$ cat config.mk
export PLATFORM = sky130hd
export DESIGN_NAME = ioctl_upload_server
export DESIGN_NICKNAME = d
export VERILOG_FILES = /design/src/rtl/ioctl_upload_server.sv
export SDC_FILE = /design/constraint.sdc
export NUM_CORES = 1
export LEC_CHECK = 0
export CAP_MARGIN = 10
export CORE_UTILIZATION = 43
export DETAILED_ROUTE_END_ITERATION = 12
export PLACE_DENSITY_LB_ADDON = 0.3
export SLEW_MARGIN = 20
export SYNTH_ARGS = -nofsm -noshare
export SYNTH_HDL_FRONTEND = slang
export SYNTH_SLANG_ARGS = --single-unit
$ cat constraint.sdc
create_clock -name clk_sys -period 1.9 [get_ports clk_sys]
set_input_delay 0.38 -clock clk_sys [delete_from_list [all_inputs] [get_ports clk_sys]]
set_output_delay 0.38 -clock clk_sys [all_outputs]
set_load 0.01 [all_outputs]
$ cat src/rtl/ioctl_upload_server.sv
// ioctl_upload_server
//   Serves HPS "upload" byte reads (core -> HPS file save) for one ioctl_index.
//   Each HPS read strobe inside a session is turned into a single read on a
//   shared memory port, with the HPS stalled via ioctl_wait until the byte
//   comes back. Addresses beyond the backing memory return 8'hFF immediately.
//   The core CPU is paused for the duration of the session.
//
// Ports
//   clk_sys       : single rising-edge clock
//   reset_n       : asynchronous active-low reset (release synchronized inside)
//   ioctl_upload  : HPS upload session active (level)
//   ioctl_index   : file index of the current session
//   ioctl_rd      : one-cycle byte read strobe from HPS
//   ioctl_addr    : byte address qualified by ioctl_rd
//   ioctl_din     : byte returned to HPS
//   ioctl_wait    : stall to HPS, high while a read is outstanding
//   mem_addr      : read address to the shared memory port
//   mem_rd        : read request to the shared memory port
//   mem_busy      : core owns the memory port this cycle
//   mem_dout      : memory data, valid the cycle after an accepted mem_rd
//   core_pause    : freeze request to the core CPU
//   upload_done   : one-cycle pulse after the session ends
//   byte_count    : reads completed in the current or last session
module ioctl_upload_server #(
  parameter logic [7:0] UPLOAD_INDEX = 8'd2,
  parameter int         ADDR_WIDTH   = 12
) (
  input  logic                  clk_sys,
  input  logic                  reset_n,
  input  logic                  ioctl_upload,
  input  logic [7:0]            ioctl_index,
  input  logic                  ioctl_rd,
  input  logic [24:0]           ioctl_addr,
  output logic [7:0]            ioctl_din,
  output logic                  ioctl_wait,
  output logic [ADDR_WIDTH-1:0] mem_addr,
  output logic                  mem_rd,
  input  logic                  mem_busy,
  input  logic [7:0]            mem_dout,
  output logic                  core_pause,
  output logic                  upload_done,
  output logic [15:0]           byte_count
);

  typedef enum logic [1:0] {
    IDLE = 2'd0,
    REQ  = 2'd1,
    DATA = 2'd2
  } state_t;

  state_t state, state_nxt;

  logic rst_sync_p0, rst_sync_p1;
  logic rst_n_int;
  logic session, session_q, session_fall, session_rise;
  logic in_range, rd_take, read_done;
  logic [15:0] count_base;

  function automatic logic [15:0] sat_inc16(input logic [15:0] v);
    return (v == 16'hFFFF) ? v : v + 16'd1;
  endfunction

  // Reset: assertion propagates asynchronously through the synchronizer,
  // release is retimed by two flops so the rest of the block leaves reset
  // cleanly on a clock edge.
  always_ff @(posedge clk_sys or negedge reset_n) begin
    if (!reset_n) begin
      rst_sync_p0 <= 1'b0;
      rst_sync_p1 <= 1'b0;
    end else begin
      rst_sync_p0 <= 1'b1;
      rst_sync_p1 <= rst_sync_p0;
    end
  end

  assign rst_n_int = rst_sync_p1;

  assign session      = ioctl_upload && (ioctl_index == UPLOAD_INDEX);
  assign session_rise = session && !session_q;
  assign session_fall = !session && session_q;

  // Address is in range when no bit at or above ADDR_WIDTH is set.
  assign in_range   = ((ioctl_addr >> ADDR_WIDTH) == 25'd0);
  assign rd_take    = (state == IDLE) && session && ioctl_rd;
  assign read_done  = (rd_take && !in_range) || ((state == DATA) && session);
  assign count_base = session_rise ? 16'd0 : byte_count;
  assign core_pause = session_q;

  // State register
  always_ff @(posedge clk_sys or negedge rst_n_int) begin
    if (!rst_n_int) begin
      state <= IDLE;
    end else begin
      state <= state_nxt;
    end
  end

  // Next-state logic; losing the session aborts any outstanding read.
  always_comb begin
    state_nxt = state;
    case (state)
      IDLE: if (rd_take && in_range) state_nxt = REQ;
      REQ: begin
        if (!session)       state_nxt = IDLE;
        else if (!mem_busy) state_nxt = DATA;
      end
      DATA:    state_nxt = IDLE;
      default: state_nxt = IDLE;
    endcase
  end

  // Output logic: request only when the port is free and the session holds.
  always_comb begin
    mem_rd = (state == REQ) && session && !mem_busy;
  end

  // Registered outputs
  always_ff @(posedge clk_sys or negedge rst_n_int) begin
    if (!rst_n_int) begin
      session_q   <= 1'b0;
      upload_done <= 1'b0;
      ioctl_wait  <= 1'b0;
      ioctl_din   <= 8'h00;
      mem_addr    <= '0;
      byte_count  <= 16'd0;
    end else begin
      session_q   <= session;
      upload_done <= session_fall;
      // The HPS is stalled exactly while a read is outstanding.
      ioctl_wait  <= (state_nxt != IDLE);
      if (rd_take && in_range) begin
        mem_addr <= ioctl_addr[ADDR_WIDTH-1:0];
      end
      if (rd_take && !in_range) begin
        ioctl_din <= 8'hFF;
      end else if ((state == DATA) && session) begin
        ioctl_din <= mem_dout;
      end
      byte_count <= read_done ? sat_inc16(count_base) : count_base;
    end
  end

endmodule

==> flow_summary.ini <==
[detailed_routing]
first_pass_iters = 5
drt-initial-drc-count = 126
drt-vias-per-instance = 5.70
wire_per_inst_um = 18.4
drc = 0
wirelength_mm = 7.02
drtAntennaViolNets = 0
vias = 2170

[global_route]
grt_pass1_vias = 2269
grt_pass1_wl_mm = 10.9
grt_overflow = 0
grt_usage = 0.279
grtUsageMet2 = 0.507
grt.busiest_layer = met2
antenna_found_initial = 0
grtUsageMet1 = 0.326
grt_max_degree = 42
met3_usage = 0.0549

[timing]
worst_slew_pin_slew_ns = 0.699
layout_min_cycle_time_ns = 2.13
skew_ns = 0.00633
hold-worst-slack_ns = 0.221
slew_viol_final = 0
fin_crit_sh = 1.12
hold_violations = 0
fin_setup_tns_ns = -1.74
timing.fmax_mhz = 470
relSlewSlack = 0.530
rsz0062_at_grt = true
finalWorstSetupSlack_ns = -0.226
setup_violations = 14

[yosys]
synth_top_family_by_area = simple AND/OR/NAND/NOR gates
yosys.area.top_type = dfrtp_1
synth_adder_area_share = 0.00604
synth_cell_types = 48
syn-num-nets = 232
synth_area_mm2 = 0.00207
synth_simple_gate_area_frac = 0.250
syn_inst = 185
syn_avg_cell_area_um2 = 11.2
synthFlopType = dfrtp_1
synth.mux.area_fraction = 0.0899
synth_async_sr_flop_share = 1.00
synth_compound_area_frac = 0.0978
synth_xor_area_frac = 0.00845
yosys_warnings = 0
synth_top_area_frac = 0.519
ys_seq_area_frac = 0.519
synth_edf_count = 0
yosys-top-cells-area = dfrtp_1 52%, mux2_2 7.1%, nand2_1 2.9%, o22a_1 2.5%, nand3_1 2.4%
ys_seq_elements = 43

[placed_design]
place_congestion = 0.879
post-place-ws_ns = -0.814
dpl.hpwl_mm = 4.44
place_inst = 361
portBuffers = 85

[floorplan]
die_h_um = 71.4
initial_core_util = 0.460
die_area_mm2 = 0.00510
die_w_um = 71.4
io_pins = 86
rows = 24
core_area_mm2 = 0.00450

[critical_path]
r2r_cells = 5
crit_family = simple AND/OR/NAND/NOR gates
worst_setup_path_end_kind = flip-flop
crit_required_ns = 2.13
slowest_stage = or4_4
crit_type = primary input to flip-flop
max_stage_delay_ns = 0.42
path_buf_inv = 2
path_depth = 11
crit_path_max_fanout = 5
cp_cell_sequence = buf_6 > nor4b_4 > nand4b_1 > and2_4 > ha_4 > nand4_1 > or4_4 > nor2_4 > buf_6 > or4_4 > a21oi_2
worstPathArrival_ns = 2.36
start_kind = primary input

[run]
max_cap_viol_count = 0

[power]
switching_power_uw = 420
ir_drop_mv = 0.541
internal-power_uw = 1300
leakagePower_uw = 0.00169
pwr-share-seq = 0.541
clockPowerShare = 0.357
comb_power_share = 0.102
p_sw_frac = 0.244
power.density_mw_per_mm2 = 464

[clock_network]
ctsHoldBuffers = 0
clk_latency_ns = 0.31
htree_levels = 2
cts.sinks = 43
cts_tree = done
root_buffer = clkbuf_8
clockBufferDepth = 2
clk_pin_slew_ns = 0.09
cts_buffers = 5

[cells_and_area]
synthToLayoutAreaGrowth_pct = 78.8
drive_gt1_frac = 0.386
nNetsFinal = 375
finalNonFillerCells = 381
fillers = 257
antenna_cells = 0

[min_path]
hold_class = primary input to async pin

[run_status]
violations = setup timing
status = finished, violations left
cells by family after synthesis:
| group | count (synthesis) |
|---|---|
| AND/OR/NAND/NOR | 82 |
| flip-flops | 43 |
| AO/OA/AOI/OAI | 29 |
| multiplexers | 17 |
| buffers and inverters | 10 |
| XOR/XNOR | 2 |
| adder cells (fa/ha/maj) | 1 |
| other | 1 |
cell usage in the layout (no fill, tap or decap), types with 3 or more instances in the layout:
| cell | n |
|---|---|
| clkdlybuf4s15_1 | 3 |
| nand3_1 | 8 |
| o22a_1 | 6 |
| nor3_1 | 5 |
| buf_4 | 49 |
| buf_6 | 11 |
| clkdlybuf4s50_1 | 69 |
| mux2i_1 | 4 |
| clkbuf_8 | 5 |
| or4_4 | 5 |
| nor2_1 | 5 |
| a21oi_2 | 6 |
| mux2_2 | 12 |
| dlygate4sd2_1 | 6 |
| nand4_1 | 4 |
| dfrtp_1 | 43 |
| buf_2 | 3 |
| nor4_2 | 3 |
| nand2_1 | 15 |
| o31ai_1 | 3 |
| o21ai_0 | 3 |
metal layers:
metal / share of wire / vias to the layer above
met5: 0 / -
met4: 0.020 / 0
met3: 0.070 / 18
met2: 0.53 / 104
met1: 0.38 / 1066
li1: - / 982
area by class of cell:
cell class,count,area [um2],share of cell area
clock buffer,5,68.8,0.0186
clock inverter,3,25.0,0.00675
inverter,2,7.51,0.00202
multi-input combinational,132,1150,0.312
sequential,43,1080,0.290
tap,52,65.1,0.0175
timing repair buffer,144,1310,0.353
sequential cells by signal, summed over array words and instances (netlist names):
| register | cells |
|---|---|
| byte_count | 16 |
| core_pause | 1 |
| ioctl_din | 8 |
| ioctl_wait | 1 |
| mem_addr | 12 |
| rst_n_int | 1 |
| rst_sync_p0 | 1 |
| state | 2 |
| upload_done | 1 |
worst paths after layout:
| check | startpoint | to | slack (ns) |
|---|---|---|---|
| worst max-delay path | ioctl_index[0] | byte_count[15]$_DFF_PN0_ | -0.23 |
| worst min-delay path | reset_n | rst_sync_p0$_DFF_PN0_ | 0.22 |
| worst max register to register | byte_count[4]$_DFF_PN0_ | byte_count[15]$_DFF_PN0_ | -0.20 |
| worst min register to register | rst_n_int$_DFF_PN0_ | mem_addr[10]$_DFFE_PN0P_ | 0.31 |
| max in group asynchronous | rst_n_int$_DFF_PN0_ | byte_count[7]$_DFF_PN0_ | 1.21 |
| min in group clk_sys | rst_sync_p0$_DFF_PN0_ | rst_n_int$_DFF_PN0_ | 0.36 |
synthesized netlist by cell type, types with 2 or more instances:
library cell and number:
dfrtp_1 43, nand2_1 16, mux2_2 13, nand3_1 10
a21oi_1 8, nor2_1 7, o22a_1 6, or4_1 6
nor3_1 5, nor4_1 5, mux2i_1 4, nand4_1 4
o21ai_0 4, clkbuf_1 3, nand2b_1 3, nor2b_1 3
o31ai_1 3, and2_1 2, and3_1 2, and4_1 2
buf_2 2, buf_4 2, inv_1 2, nand3b_1 2
nand4b_1 2, o41ai_1 2, or3_1 2, or4b_1 2
power by group through the flow:
stage                     Sequential, uW  Combinational, uW  Clock [uW]
after floorplan                      966               22.6           0
after global placement               950                172           0
after detailed placement             950                178           0
after CTS                            932                176         617
after global routing                 933                189         653
final                                932                175         614
timing repair:
item	CTS	global route
buffers inserted	15	2
setup endpoints to repair	35	17
pin swaps	21	14
cloned	1	0
gates resized for setup	61	24
per-stage QoR:
stage	util	instance area (um2)	total power [uW]
after floorplan	-	2130	989
after global placement	0.744	3350	1120
after detailed placement	0.744	3350	1130
after CTS	0.803	3620	1730
after global routing	0.823	3710	1780
final	0.823	3710	1720
Note: power is estimated with default switching activity, not from simulation.
